--- src/rtl/mlp_pkg.sv ---
// Shared types and fixed-point defaults for the MLP layer controller.
// Latency: n/a (types, constants and a pure function only).
// Backpressure: n/a.
package mlp_pkg;

   localparam int FP_TOTAL_BITS = 16;
   localparam int FP_FRAC_BITS  = 8;

   typedef enum logic [2:0] {
      IDLE,
      FETCH,
      LOAD,
      RUN,
      MAC_WAIT,
      CAPTURE,
      WRITE
   } state_t;

   // Rectifier on the default word width: negative values become zero.
   function automatic logic signed [FP_TOTAL_BITS-1:0] relu(
      input logic signed [FP_TOTAL_BITS-1:0] x
   );
      return x[FP_TOTAL_BITS-1] ? '0 : x;
   endfunction

endpackage

--- src/rtl/mlp_layer_ctrl_act_relu.sv ---
// Optional rectifier on a MAC result word.
// Latency: combinational, zero cycles.
// Backpressure: none; pure function of its inputs.
// Ports: en enables clamping, din is the raw MAC word, dout the activated word.
module act_relu #(
   parameter int W = 16
) (
   input  logic                en,
   input  logic signed [W-1:0] din,
   output logic signed [W-1:0] dout
);

   assign dout = (en && din[W-1]) ? '0 : din;

endmodule

--- src/rtl/mlp_layer_ctrl.sv ---
// Sequences one MLP layer: per neuron read params, run the MAC, activate, write out.
// Latency: 8 cycles per neuron with 1-cycle memory and 3-cycle MAC; layer_done one cycle after last write.
// Backpressure: stalls in LOAD until param_rd_valid; MAC_WAIT aborts the layer after TIMEOUT_CYCLES.
// Ports: layer_start/relu_en request a layer; busy/layer_done/layer_err report status;
//        param_rd_en/param_addr/param_rd_valid talk to the weight memory; mac_start/mac_done/
//        mac_result talk to the MAC; out_we/out_addr/out_data write the activation buffer.
module mlp_layer_ctrl #(
   parameter int NUM_NEURONS    = 10,
   parameter int FP_TOTAL_BITS  = 16,
   parameter int TIMEOUT_CYCLES = 16
) (
   input  logic                                   clk,
   input  logic                                   reset,
   input  logic                                   layer_start,
   input  logic                                   relu_en,
   output logic                                   busy,
   output logic                                   layer_done,
   output logic                                   layer_err,
   output logic                                   param_rd_en,
   output logic [$clog2(NUM_NEURONS)-1:0]         param_addr,
   input  logic                                   param_rd_valid,
   output logic                                   mac_start,
   input  logic                                   mac_done,
   input  logic signed [FP_TOTAL_BITS-1:0]        mac_result,
   output logic                                   out_we,
   output logic [$clog2(NUM_NEURONS)-1:0]         out_addr,
   output logic signed [FP_TOTAL_BITS-1:0]        out_data
);

   import mlp_pkg::*;

   localparam int IDX_W = $clog2(NUM_NEURONS);
   localparam int CNT_W = $clog2(TIMEOUT_CYCLES + 1);
   localparam logic [IDX_W-1:0] LAST_IDX = IDX_W'(NUM_NEURONS - 1);
   localparam logic [CNT_W-1:0] CNT_LAST = CNT_W'(TIMEOUT_CYCLES - 1);

   state_t                          state;
   state_t                          state_nxt;
   logic [IDX_W-1:0]                idx;
   logic [CNT_W-1:0]                wait_cnt;
   logic                            relu_q;
   logic                            done_q;
   logic                            timeout_hit;
   logic signed [FP_TOTAL_BITS-1:0] data_q;
   logic signed [FP_TOTAL_BITS-1:0] act_val;

   act_relu #(.W(FP_TOTAL_BITS)) u_act_relu (
      .en   (relu_q),
      .din  (mac_result),
      .dout (act_val)
   );

   // wait_cnt holds the number of MAC_WAIT cycles already spent, so the
   // TIMEOUT_CYCLES-th wait cycle without mac_done aborts the layer; the
   // error pulse is issued in that same cycle so it lands exactly
   // TIMEOUT_CYCLES after mac_start.
   always_comb begin
      state_nxt   = state;
      timeout_hit = 1'b0;
      case (state)
         IDLE: begin
            // done_q blocks a start coinciding with the completion pulse.
            if (layer_start && !done_q) state_nxt = FETCH;
         end
         FETCH:   state_nxt = LOAD;
         LOAD: begin
            if (param_rd_valid) state_nxt = RUN;
         end
         RUN:     state_nxt = MAC_WAIT;
         MAC_WAIT: begin
            if (mac_done) begin
               state_nxt = CAPTURE;
            end else if (wait_cnt == CNT_LAST) begin
               timeout_hit = 1'b1;
               state_nxt   = IDLE;
            end
         end
         CAPTURE: state_nxt = WRITE;
         WRITE:   state_nxt = (idx == LAST_IDX) ? IDLE : FETCH;
         default: state_nxt = IDLE;
      endcase
   end

   always_ff @(posedge clk or posedge reset) begin
      if (reset) begin
         state    <= IDLE;
         idx      <= '0;
         wait_cnt <= '0;
         relu_q   <= 1'b0;
         done_q   <= 1'b0;
         data_q   <= '0;
      end else begin
         state  <= state_nxt;
         done_q <= (state == WRITE) && (idx == LAST_IDX);
         case (state)
            IDLE: begin
               if (layer_start && !done_q) begin
                  relu_q <= relu_en;
                  idx    <= '0;
               end
            end
            RUN:      wait_cnt <= '0;
            MAC_WAIT: begin
               if (!mac_done) wait_cnt <= wait_cnt + CNT_W'(1);
            end
            // The MAC word is valid the cycle after mac_done, i.e. here.
            CAPTURE:  data_q <= act_val;
            WRITE: begin
               if (idx != LAST_IDX) idx <= idx + IDX_W'(1);
            end
            default: ;
         endcase
      end
   end

   // Address/data buses are gated to zero outside their strobe cycle.
   assign busy        = (state != IDLE) || done_q;
   assign layer_done  = done_q || timeout_hit;
   assign layer_err   = timeout_hit;
   assign param_rd_en = (state == FETCH);
   assign param_addr  = param_rd_en ? idx : '0;
   assign mac_start   = (state == RUN);
   assign out_we      = (state == WRITE);
   assign out_addr    = out_we ? idx : '0;
   assign out_data    = out_we ? data_q : '0;

endmodule

--- config.mk ---
export PLATFORM = sky130hd
export DESIGN_NAME = mlp_layer_ctrl
export DESIGN_NICKNAME = d
export VERILOG_FILES = /design/src/rtl/mlp_pkg.sv /design/src/rtl/mlp_layer_ctrl_act_relu.sv /design/src/rtl/mlp_layer_ctrl.sv
export SDC_FILE = /design/constraint.sdc
export NUM_CORES = 1
export LEC_CHECK = 0
export ABC_AREA = 1
export BUFFER_PORTS_ARGS = -buffer_cell sky130_fd_sc_hd__buf_2
export CORE_ASPECT_RATIO = 1.1
export CORE_MARGIN = 3
export CORE_UTILIZATION = 45
export CTS_CLUSTER_SIZE = 30
export DETAILED_ROUTE_END_ITERATION = 16
export PLACE_DENSITY = 0.68
export SLEW_MARGIN = 20
export SYNTH_ARGS = -nofsm -noshare
export SYNTH_HDL_FRONTEND = slang
export SYNTH_SLANG_ARGS = --single-unit
--- constraint.sdc ---
create_clock -name clk -period 2 [get_ports clk]
set_input_delay 0.3 -clock clk [delete_from_list [all_inputs] [get_ports clk]]
set_output_delay 0.3 -clock clk [all_outputs]
set_load 0.01 [all_outputs]
==> results of run 1 <==
sequential cells by signal, summed over array words and instances (netlist names):
name,flops
data_q,16
done_q,1
idx,4
relu_q,1
wait_cnt,5
state,3
Yosys cell counts (all sizes together):
master / instances
o21ai: 23
nand2: 42
a21oi: 1
inv: 40
nor2: 44
nand3: 26
buf: 7
ha: 4
nand3b: 2
nand4: 3
dfrtp: 30
routing by layer:
layer  GRT usage, %  part of all wire, %  wire, um  vias to the layer above
li1               -                    -         -                      797
met1          20.77                   45      1640                      679
met2          26.76                   48      1742                       34
met3          5.393                  5.3       193                        7
met4          4.289                  1.1        40                        0
met5              0                    0         0                        -
logic make-up after synthesis:
group | Yosys count | share of synthesized area [%]
AOI/OAI and AO/OA | 24 | 9.876
adders and majority gates | 4 | 2.744
buffers and inverters | 47 | 11.93
DFF | 30 | 41.15
and+or+nand+nor | 117 | 34.29
path summary, 6_finish.rpt:
kind | from | to | slack [ns] | cells after the start
worst min-delay path | reset | data_q[3]$_DFFE_PP0N_ | 0.09 | 3
max in group asynchronous | reset | state[2]$_DFFE_PP0P_ | 1.61 | 3
worst max register to register | state[1]$_DFFE_PP0P_ | data_q[13]$_DFFE_PP0N_ | 0.59 | 6
min in group clk | mac_result[5] | data_q[5]$_DFFE_PP0N_ | 0.25 | 3
worst min register to register | relu_q$_DFFE_PP0P_ | relu_q$_DFFE_PP0P_ | 0.51 | 2
worst max-delay path | wait_cnt[0]$_DFFE_PP0P_ | layer_done | 0.15 | 7
layout make-up:
| class | instances | area (sq um) | share of cell area, % |
|---|---|---|---|
| Tap cell | 50 | 62.56 | 2.818 |
| Timing Repair Buffer | 54 | 290.3 | 13.08 |
| Multi-Input combinational cell | 145 | 855.8 | 38.56 |
| Clock buffer | 5 | 68.82 | 3.100 |
| Clock inverter | 3 | 40.04 | 1.804 |
| Inverter | 40 | 150.1 | 6.764 |
| Sequential cell | 30 | 752.0 | 33.88 |
metrics by stage:
step                cells  util [%]  instance area, sq um  hold slack (ns)
floorplan             222         -                  1824           0.3908
global placement      319     55.96                  2110           0.3984
detailed placement    319     55.96                  2110           0.4024
CTS                   327     58.85                  2218           0.1024
global route          327     58.88                  2220           0.1150
finish                327     58.88                  2220          0.08867
report_power, final:
part	internal [mW]	total (mW)	switching (mW)
clock	0.366	0.600	0.234
sequential	0.824	0.961	0.137
combinational	0.388	1.04	0.657
critical path, delay by kind of cell (launching register included):
family	cells	cell delay (ns)
flops	1	0.41
fa+ha+maj	2	0.36
buf+inv	2	0.21
simple gates	2	0.15
compound gates	1	0.14
what timing repair did:
item	in CTS	in global routing
resized for setup	0	1
hold endpoints to repair	0	0
setup endpoints to repair	0	2
==> results.py, run 1 <==
metrics = {
    "status": {
        "status": "finished, final reports clean",
    },
    "sta": {
        "layout_setup_ws_ns": 0.1471,
        "rsz0062_at_grt": "no",
        "setup_viol_count_final": 0,
        "relSlewSlack_pct": 74.12,
        "period_share_pct": 92.65,
        "tns_ns": 0,
        "clock_skew_ns": 0.004183,
        "fin_crit_ns": 1.853,
        "worst_slew_pin_slew_ns": 0.3882,
        "fmax_ghz": 0.5397,
        "finalHoldViolations": 0,
        "slew_viol_final": 0,
    },
    "global_route": {
        "grt_first_pass_wirelength_um": 6113,
        "antenna_found_initial": 0,
        "overflow": 0,
        "grt_pass1_vias": 1443,
        "grt_start_max_net_pins": 31,
        "grt_usage_pct": 16.37,
    },
    "pwr": {
        "irDropWorstVdd_mv": 0.6238,
        "p_leak_nw": 1.188,
        "power.total_mw": 2.606,
        "pwr_density_cell_mw_per_mm2": 1174,
    },
    "clocking": {
        "postCtsSetupBuffers": 0,
        "hold_buffers": 0,
        "tritoncts": "done",
        "root_buffer": "clkbuf_8",
        "cts_sinks": 30,
        "insertion_delay_ns": 0.28,
        "cts_buffers": 5,
        "htreeDepth": 2,
        "clock_path_buffers": 2,
        "clk_pin_slew_ns": 0.07,
    },
    "floorplan": {
        "fp.dieW_um": 66.71,
        "core_sq_mm": 0.003770,
        "std_cell_rows": 23,
        "start_util_pct": 48.39,
        "dieHeight_um": 72.78,
        "die_area_sq_mm": 0.004855,
        "io_pins": 52,
    },
    "synth": {
        "netlist_area_sq_mm": 0.001824,
        "synth_top_area_share_pct": 41.15,
        "synth_nets": 248,
        "synth_area_leaders": "dfrtp_1 (41%), nand2_1 (8.2%), nand3_2 (8.2%), o21ai_2 (7.7%), inv_1 (7.6%)",
        "syn_inst": 222,
        "synth_cell_types": 21,
        "yosysTopAreaCell": "dfrtp_1",
        "syn_area_per_cell_sq_um": 8.217,
        "yosys_warnings": 0,
        "synth-seq-cells": 30,
        "seq_area_frac_synth_pct": 41.15,
    },
    "layout": {
        "nets": 302,
        "syn_to_final_growth_pct": 21.67,
        "mostFrequentLayoutCells": "buf_2 (51), nand2_1 (40), inv_1 (37)",
        "num_antenna_cells": 0,
        "fillers": 359,
        "final_common_cell": "buf_2",
        "layout-drive-gt1-share_pct": 39.35,
    },
    "placed_design": {
        "gp_congestion": 0.7911,
        "dp_hpwl_um": 2679,
        "pre_cts_ws_ns": 0.3751,
        "port_buffers": 51,
    },
    "critical_path": {
        "worstPathRequired_ns": 1.70,
        "cp_cell_sequence": "ha_1 > nand2_1 > nor2_1 > ha_1 > inv_1 > o21ai_0 > buf_2",
        "startpoint_type": "flip-flop",
        "cp.arrival_ns": 1.55,
        "cp_slowest_stage_delay_ns": 0.41,
        "worst_path_most_repeated_cell": "ha_1",
        "crit_type": "flip-flop to output port",
        "slowest_stage": "dfrtp_1",
        "setup.worst_path.end_class": "output port",
        "cp_max_fo": 5,
    },
    "route": {
        "routedWlPerCell_um": 11.06,
        "dr.pass1.iters": 4,
        "antenna_left": 0,
        "vias_per_cell": 4.639,
        "drc": 0,
        "drt_iter0_markers": 69,
        "wl_um": 3616,
        "vias": 1517,
    },
    "run": {
        "maxCapViolCount": 0,
    },
    "worst_hold_path": {
        "min_path_type": "input pin to asynchronous set/reset pin",
    },
}
Note: power is estimated with default switching activity, not from simulation.
==> inputs of run 2 (changes only) <==
BUFFER_PORTS_ARGS = -buffer_cell sky130_fd_sc_hd__clkbuf_2   (was -buffer_cell sky130_fd_sc_hd__buf_2)
SYNTH_HIERARCHICAL = 1   (was not set)
==> run 2 against run 1 <==
First-iteration DRC count decreased by 13%. Core utilization decreased by 1.3 points. Maximum frequency increased by 0.50%. Largest power group unchanged. Global-route usage increased by 1.1 points. Clock power decreased by 17%. Power decreased by 7.5%. Largest cell class is now sequential cells.
==> results.py, run 2 <==
metrics = {
    "sta": {
        "rsz0062_at_grt": "no",
        "finalHoldViolations": 0,
        "fmax_ghz": 0.5424,
        "setup_viol_count_final": 0,
        "layout_setup_ws_ns": 0.1562,
        "slew_viol_final": 0,
        "tns_ns": 0,
        "worst_slew_pin_slew_ns": 0.7472,
        "relSlewSlack_pct": 50.13,
        "period_share_pct": 92.19,
        "fin_crit_ns": 1.844,
        "clock_skew_ns": 0.01167,
    },
    "critical_path": {
        "cp.arrival_ns": 1.54,
        "worstRegToRegCells": 3,
        "cp_cell_sequence": "ha_1 > nand2_1 > nor2_1 > ha_1 > inv_1 > o21ai_0 > clkbuf_2",
        "startpoint_type": "flip-flop",
        "worstReg2RegStart": "state[2]$_DFFE_PP0P_",
        "slowest_stage": "dfrtp_1",
        "critPathLaunch": "wait_cnt[0]$_DFFE_PP0P_",
        "endpoint": "layer_done",
        "setup.worst_path.end_class": "output port",
        "worstPathRequired_ns": 1.70,
        "cp_slowest_stage_delay_ns": 0.40,
        "reg2reg_slack_ns": 0.47,
        "crit_type": "flip-flop to output port",
        "rr_endpoint": "data_q[10]$_DFFE_PP0P_",
        "cp_max_fo": 4,
        "worst_path_most_repeated_cell": "ha_1",
    },
    "route": {
        "routedWlPerCell_um": 10.43,
        "wl_um": 3702,
        "antenna_left": 0,
        "vias": 1638,
        "drc": 0,
        "drt_iter0_markers": 60,
        "vias_per_cell": 4.614,
        "dr.pass1.iters": 4,
    },
    "worst_hold_path": {
        "min_path_type": "input pin to asynchronous set/reset pin",
    },
    "floorplan": {
        "die_area_sq_mm": 0.004772,
        "std_cell_rows": 23,
        "dieHeight_um": 72.16,
        "io_pins": 52,
        "start_util_pct": 47.86,
        "fp.dieW_um": 66.14,
        "core_sq_mm": 0.003741,
    },
    "layout": {
        "nets": 330,
        "reg_top3": "data_q: 16 flops, wait_cnt: 5 flops, idx: 4 flops",
        "largest-register": "data_q",
        "syn_to_final_growth_pct": 20.27,
        "num_antenna_cells": 0,
        "layout-drive-gt1-share_pct": 26.23,
        "fillers": 385,
        "mostFrequentLayoutCells": "nor2_1 (60), inv_1 (52), clkbuf_2 (51)",
        "final_common_cell": "nor2_1",
        "largest_reg_flops": 16,
    },
    "clocking": {
        "insertion_delay_ns": 0.28,
        "root_buffer": "clkbuf_8",
        "tritoncts": "done",
        "clk_pin_slew_ns": 0.06,
        "cts_sinks": 30,
        "clock_path_buffers": 2,
        "postCtsSetupBuffers": 0,
        "htreeDepth": 2,
        "cts_buffers": 5,
    },
    "synth": {
        "yosys_warnings": 6,
        "netlist_area_sq_mm": 0.001790,
        "seq_area_frac_synth_pct": 41.93,
        "synth_cell_types": 19,
        "synth-seq-cells": 30,
        "synth_nets": 278,
        "synth.most_common_cell": "nor2_1",
        "synth_top_area_share_pct": 41.93,
        "syn_inst": 252,
        "yosysTopAreaCell": "dfrtp_1",
        "synth_edf_count": 0,
        "synthArstFlopShare_pct": 100.0,
        "ys.flop_type": "dfrtp_1",
        "synth_area_leaders": "dfrtp_1 (42%), nor2_1 (13%), inv_1 (11%), nand2_1 (7.8%), a21oi_1 (6.1%)",
        "synth_top_cells_by_count": "nor2_1 (60), inv_1 (52), nand2_1 (37), dfrtp_1 (30), a21oi_1 (22)",
        "syn_area_per_cell_sq_um": 7.105,
    },
    "pwr": {
        "pwr_density_cell_mw_per_mm2": 1120,
        "p_sw_share_pct": 40.37,
        "p_clk_share_pct": 20.7,
        "p_leak_nw": 1.261,
        "irDropWorstVdd_mv": 0.7192,
        "combPwrFrac_pct": 39.7,
        "power_switching_mw": 0.9732,
        "seqPwrFrac_pct": 39.6,
        "internal_power_mw": 1.438,
    },
    "run": {
        "maxCapViolCount": 0,
    },
    "placed_design": {
        "gp_congestion": 0.8186,
        "dp_hpwl_um": 2802,
        "port_buffers": 51,
        "pre_cts_ws_ns": 0.3695,
    },
    "global_route": {
        "grt_first_pass_wirelength_um": 6410,
        "grt_usage_pct": 17.46,
        "grt_pass1_vias": 1510,
        "overflow": 0,
        "antenna_found_initial": 0,
        "grt_start_max_net_pins": 34,
    },
    "status": {
        "status": "finished, final reports clean",
    },
}
==> run 2: cell types whose count changed in the layout (fill, tap and decap cells not counted), moves of 3 or more <==
cell      change
nand3_2      -13
nor2_2        -6
a21oi_2      +10
inv_1        +15
o21ai_2      -16
buf_2        -51
a21oi_1      +21
nor2_1       +24
clkbuf_2     +51
nand2_1       -3
==> run 2: timing repair <==
action / 4_1_cts / 5_1_grt
hold endpoints to repair: 0 / 0
resized for setup: 0 / 1
setup endpoints to repair: 0 / 12
hold buffers: 0 / 0
==> run 2: logic make-up after synthesis <==
logic type | after synthesis | synth area share [%]
and+or+nand+nor | 113 | 25.93
buffers and inverters | 67 | 16.63
DFF | 30 | 41.93
AOI/OAI and AO/OA | 38 | 12.72
adders and majority gates | 4 | 2.795
==> run 2: through the flow <==
stage               utilization (%)  cell area, sq um  hold WS, ns  power (mW)  cells
floorplan                         -              1790       0.3908       1.715    252
global placement              54.92              2054       0.4586       1.902    347
detailed placement            54.92              2054       0.4611       1.926    347
global route                  57.56              2153       0.2042       2.661    355
finish                        57.56              2153       0.1233       2.411    355
CTS                           57.36              2146       0.1517       2.433    355
==> run 2: routing by layer <==
| metal | vias up | track usage [%] | routed length (um) |
|---|---|---|---|
| met3 | 7 | 4.799 | 233 |
| met4 | 0 | 7.223 | 64 |
| met1 | 729 | 22.17 | 1660 |
| met2 | 40 | 28.00 | 1743 |
| li1 | 862 | - | - |
| met5 | - | 0 | 0 |
==> run 2: worst min path at each step <==
stage                         endpoint  depth (start not counted)
2_1_floorplan    data_q[0]$_DFFE_PP0P_                          1
3_3_place_gp   wait_cnt[4]$_DFFE_PP0P_                          2
3_5_place_dp     data_q[9]$_DFFE_PP0P_                          2
4_1_cts          data_q[9]$_DFFE_PP0P_                          2
5_1_grt          data_q[5]$_DFFE_PP0P_                          2
6_report       wait_cnt[4]$_DFFE_PP0P_                          2
==> run 2: power by group through the flow <==
| stage | logic, mW | clock network (mW) | registers [mW] |
|---|---|---|---|
| finish | 0.957 | 0.499 | 0.955 |
| global route | 1.13 | 0.548 | 0.986 |
| CTS | 0.969 | 0.517 | 0.947 |
| detailed placement | 0.968 | 0 | 0.958 |
| global placement | 0.956 | 0 | 0.946 |
| floorplan | 0.795 | 0 | 0.921 |
==> run 2: critical path, delay by kind of cell, from the launching register on <==
kind	cells	cell delay, ns
simple gates	2	0.16
fa+ha+maj	2	0.36
compound gates	1	0.15
buf+inv	2	0.20
flops	1	0.40
==> run 2: final cells by class <==
type                       count  area [sq um]  area share [%]
clock buffer                   7         86.33           4.009
clock inverter                 1         5.005          0.2324
inverter                      57         214.0           9.936
multi-input combinational    155         749.5           34.81
sequential                    30         750.7           34.86
tap                           50         62.56           2.905
timing repair buffer          55         285.3           13.25
==> inputs of run 3 (changes only) <==
CTS_CLUSTER_DIAMETER = 100   (was not set)
SYNTH_HIERARCHICAL = not set   (was 1)
==> run 3 against run 2 <==
Clock skew down 0.0064 ns. Combinational power up 11%. Sequential power up 0.6%. Wire length down 1.0%. Hold slack worse by 0.060 ns. Sequential cell count unchanged. Sequential share of layout area down 0.87 points. Clock-buffer cell count unchanged. Register-to-register slack better by 0.12 ns. Clock power up 2%. Highest routed layer unchanged.
==> results.py, run 3 (same netlist as run 1, synthesis figures left out) <==
metrics = {
    "layout": {
        "mostFrequentLayoutCells": "clkbuf_2 (51), nand2_1 (40), inv_1 (37)",
        "post-route-util_pct": 58.68,
        "num_antenna_cells": 0,
        "reg_top3": "data_q: 16 flops, wait_cnt: 5 flops, idx: 4 flops",
        "largest_reg_flops": 16,
        "nets": 303,
        "syn_to_final_growth_pct": 21.26,
        "largest-register": "data_q",
        "final_common_cell": "clkbuf_2",
        "layout-drive-gt1-share_pct": 39.57,
    },
    "critical_path": {
        "cp_max_fo": 4,
        "critical_path.top_delay_family": "flip-flops",
        "setup.worst_path.end_class": "output port",
        "worstPathRequired_ns": 1.70,
        "slowest_stage": "dfrtp_1",
        "cp_cell_sequence": "ha_1 > nand2_1 > nor2_1 > ha_2 > inv_1 > o21ai_0 > clkbuf_2",
        "crit_buf_inv": 2,
        "startpoint_type": "flip-flop",
        "cp.arrival_ns": 1.59,
        "crit_type": "flip-flop to output port",
        "cp_slowest_stage_delay_ns": 0.40,
    },
    "route": {
        "wl_met1_um": 1581,
        "drc": 0,
        "routedWlPerCell_um": 11.17,
        "drt_iter0_markers": 55,
        "wl_um": 3665,
        "wl_met2_um": 1825,
        "vias": 1519,
        "maxUsedRoutingLayer": "met4",
        "vias_per_cell": 4.631,
        "wl_met3_um": 209,
        "antenna_left": 0,
        "dr.pass1.iters": 4,
    },
    "run": {
        "maxCapViolCount": 0,
    },
    "status": {
        "status": "finished, final reports clean",
    },
    "sta": {
        "finalHoldViolations": 0,
        "fin_crit_ns": 1.885,
        "period_share_pct": 94.25,
        "tns_ns": 0,
        "worst_slew_pin_slew_ns": 0.4000,
        "clock_skew_ns": 0.005228,
        "setup_viol_count_final": 0,
        "relSlewSlack_pct": 73.33,
        "slew_viol_final": 0,
        "fmax_ghz": 0.5305,
    },
    "global_route": {
        "grt_usage_pct": 16.87,
        "overflow": 0,
        "grt_pass1_vias": 1385,
        "grt_first_pass_wirelength_um": 6196,
        "antenna_found_initial": 0,
        "grt_start_max_net_pins": 31,
    },
    "clocking": {
        "clock_path_buffers": 2,
        "insertion_delay_ns": 0.28,
        "cts_buffers": 5,
        "hold_buffers": 0,
        "htreeDepth": 2,
        "root_buffer": "clkbuf_8",
        "tritoncts": "done",
        "cts_sinks": 30,
        "clk_pin_slew_ns": 0.07,
    },
    "placed_design": {
        "port_buffers": 51,
        "gp_congestion": 0.7723,
        "dp_hpwl_um": 2752,
    },
    "floorplan": {
        "die_area_sq_mm": 0.004855,
        "fp.dieW_um": 66.71,
        "io_pins": 52,
        "dieHeight_um": 72.78,
        "std_cell_rows": 23,
        "core_sq_mm": 0.003770,
        "start_util_pct": 48.39,
    },
    "worst_hold_path": {
        "min_path_type": "input pin to asynchronous set/reset pin",
    },
    "pwr": {
        "pwr_density_cell_mw_per_mm2": 1141,
        "irDropWorstVdd_mv": 0.5257,
        "p_leak_nw": 1.162,
    },
}
## run 3: cell types whose count changed in the layout (fill, tap and decap cells not counted), sizes merged, moves of 2 or more
cell,delta
o21ai,+17
inv,-16
nor2,-17
nand2,+5
a21oi,-31
nand3,+13
nand4,+2
## run 3: worst paths after layout
kind                                               from                     to  slack [ns]  depth (start not counted)
min in group clk                          mac_result[6]  data_q[6]$_DFFE_PP0N_        0.25                          3
worst max-delay path            wait_cnt[1]$_DFFE_PP0P_             layer_done        0.11                          7
worst min-delay path                              reset     idx[0]$_DFFE_PP0P_        0.06                          3
max in group asynchronous                         reset   state[2]$_DFFE_PP0P_        1.61                          3
worst min register to register       relu_q$_DFFE_PP0P_     relu_q$_DFFE_PP0P_        0.51                          2
worst max register to register     state[1]$_DFFE_PP0P_  data_q[5]$_DFFE_PP0N_        0.59                          6
## run 3: layout make-up
cell class	instances	area, sq um
fill	366	1558
timing repair buffer	55	297.8
clock buffer	7	86.33
multi-input combinational	145	858.3
inverter	40	150.1
clock inverter	1	5.005
sequential	30	752.0
tap	50	62.56
## run 3: worst reg2reg max path, delay by kind of cell (launching register included)
kind | cells | cell delay, ns
buffers and inverters | 2 | 0.32
AOI/OAI and AO/OA | 1 | 0.06
and+or+nand+nor | 3 | 0.49
DFF | 1 | 0.47
## run 3: power breakdown
part           switching, mW  leakage [nW]  internal [mW]
Clock                  0.231        0.0482          0.277
Sequential             0.137         0.383          0.825
Combinational          0.660         0.730          0.395
## run 3: timing repair
action	CTS	global route
gates resized for setup	0	2
setup endpoints to repair	0	3
buffers inserted	0	1
## run 3: metal layers
layer | vias to the layer above | track usage [%]
met5 | - | 0
met4 | 0 | 4.740
met3 | 6 | 4.622
met2 | 34 | 28.30
met1 | 679 | 21.22
li1 | 800 | -
## run 3: per-stage QoR
step | std cells | hold slack (ns) | total power [mW] | setup slack (ns) | cell area, sq um
after floorplan | 222 | 0.3908 | 1.813 | 0.5103 | 1824
after global placement | 319 | 0.3814 | 2.009 | 0.4162 | 2110
after detailed placement | 319 | 0.3825 | 2.041 | 0.4202 | 2110
after CTS | 327 | 0.07191 | 2.556 | 0.07691 | 2201
after global routing | 328 | 0.1016 | 2.747 | -0.005224 | 2212
final | 328 | 0.06354 | 2.524 | 0.1149 | 2212
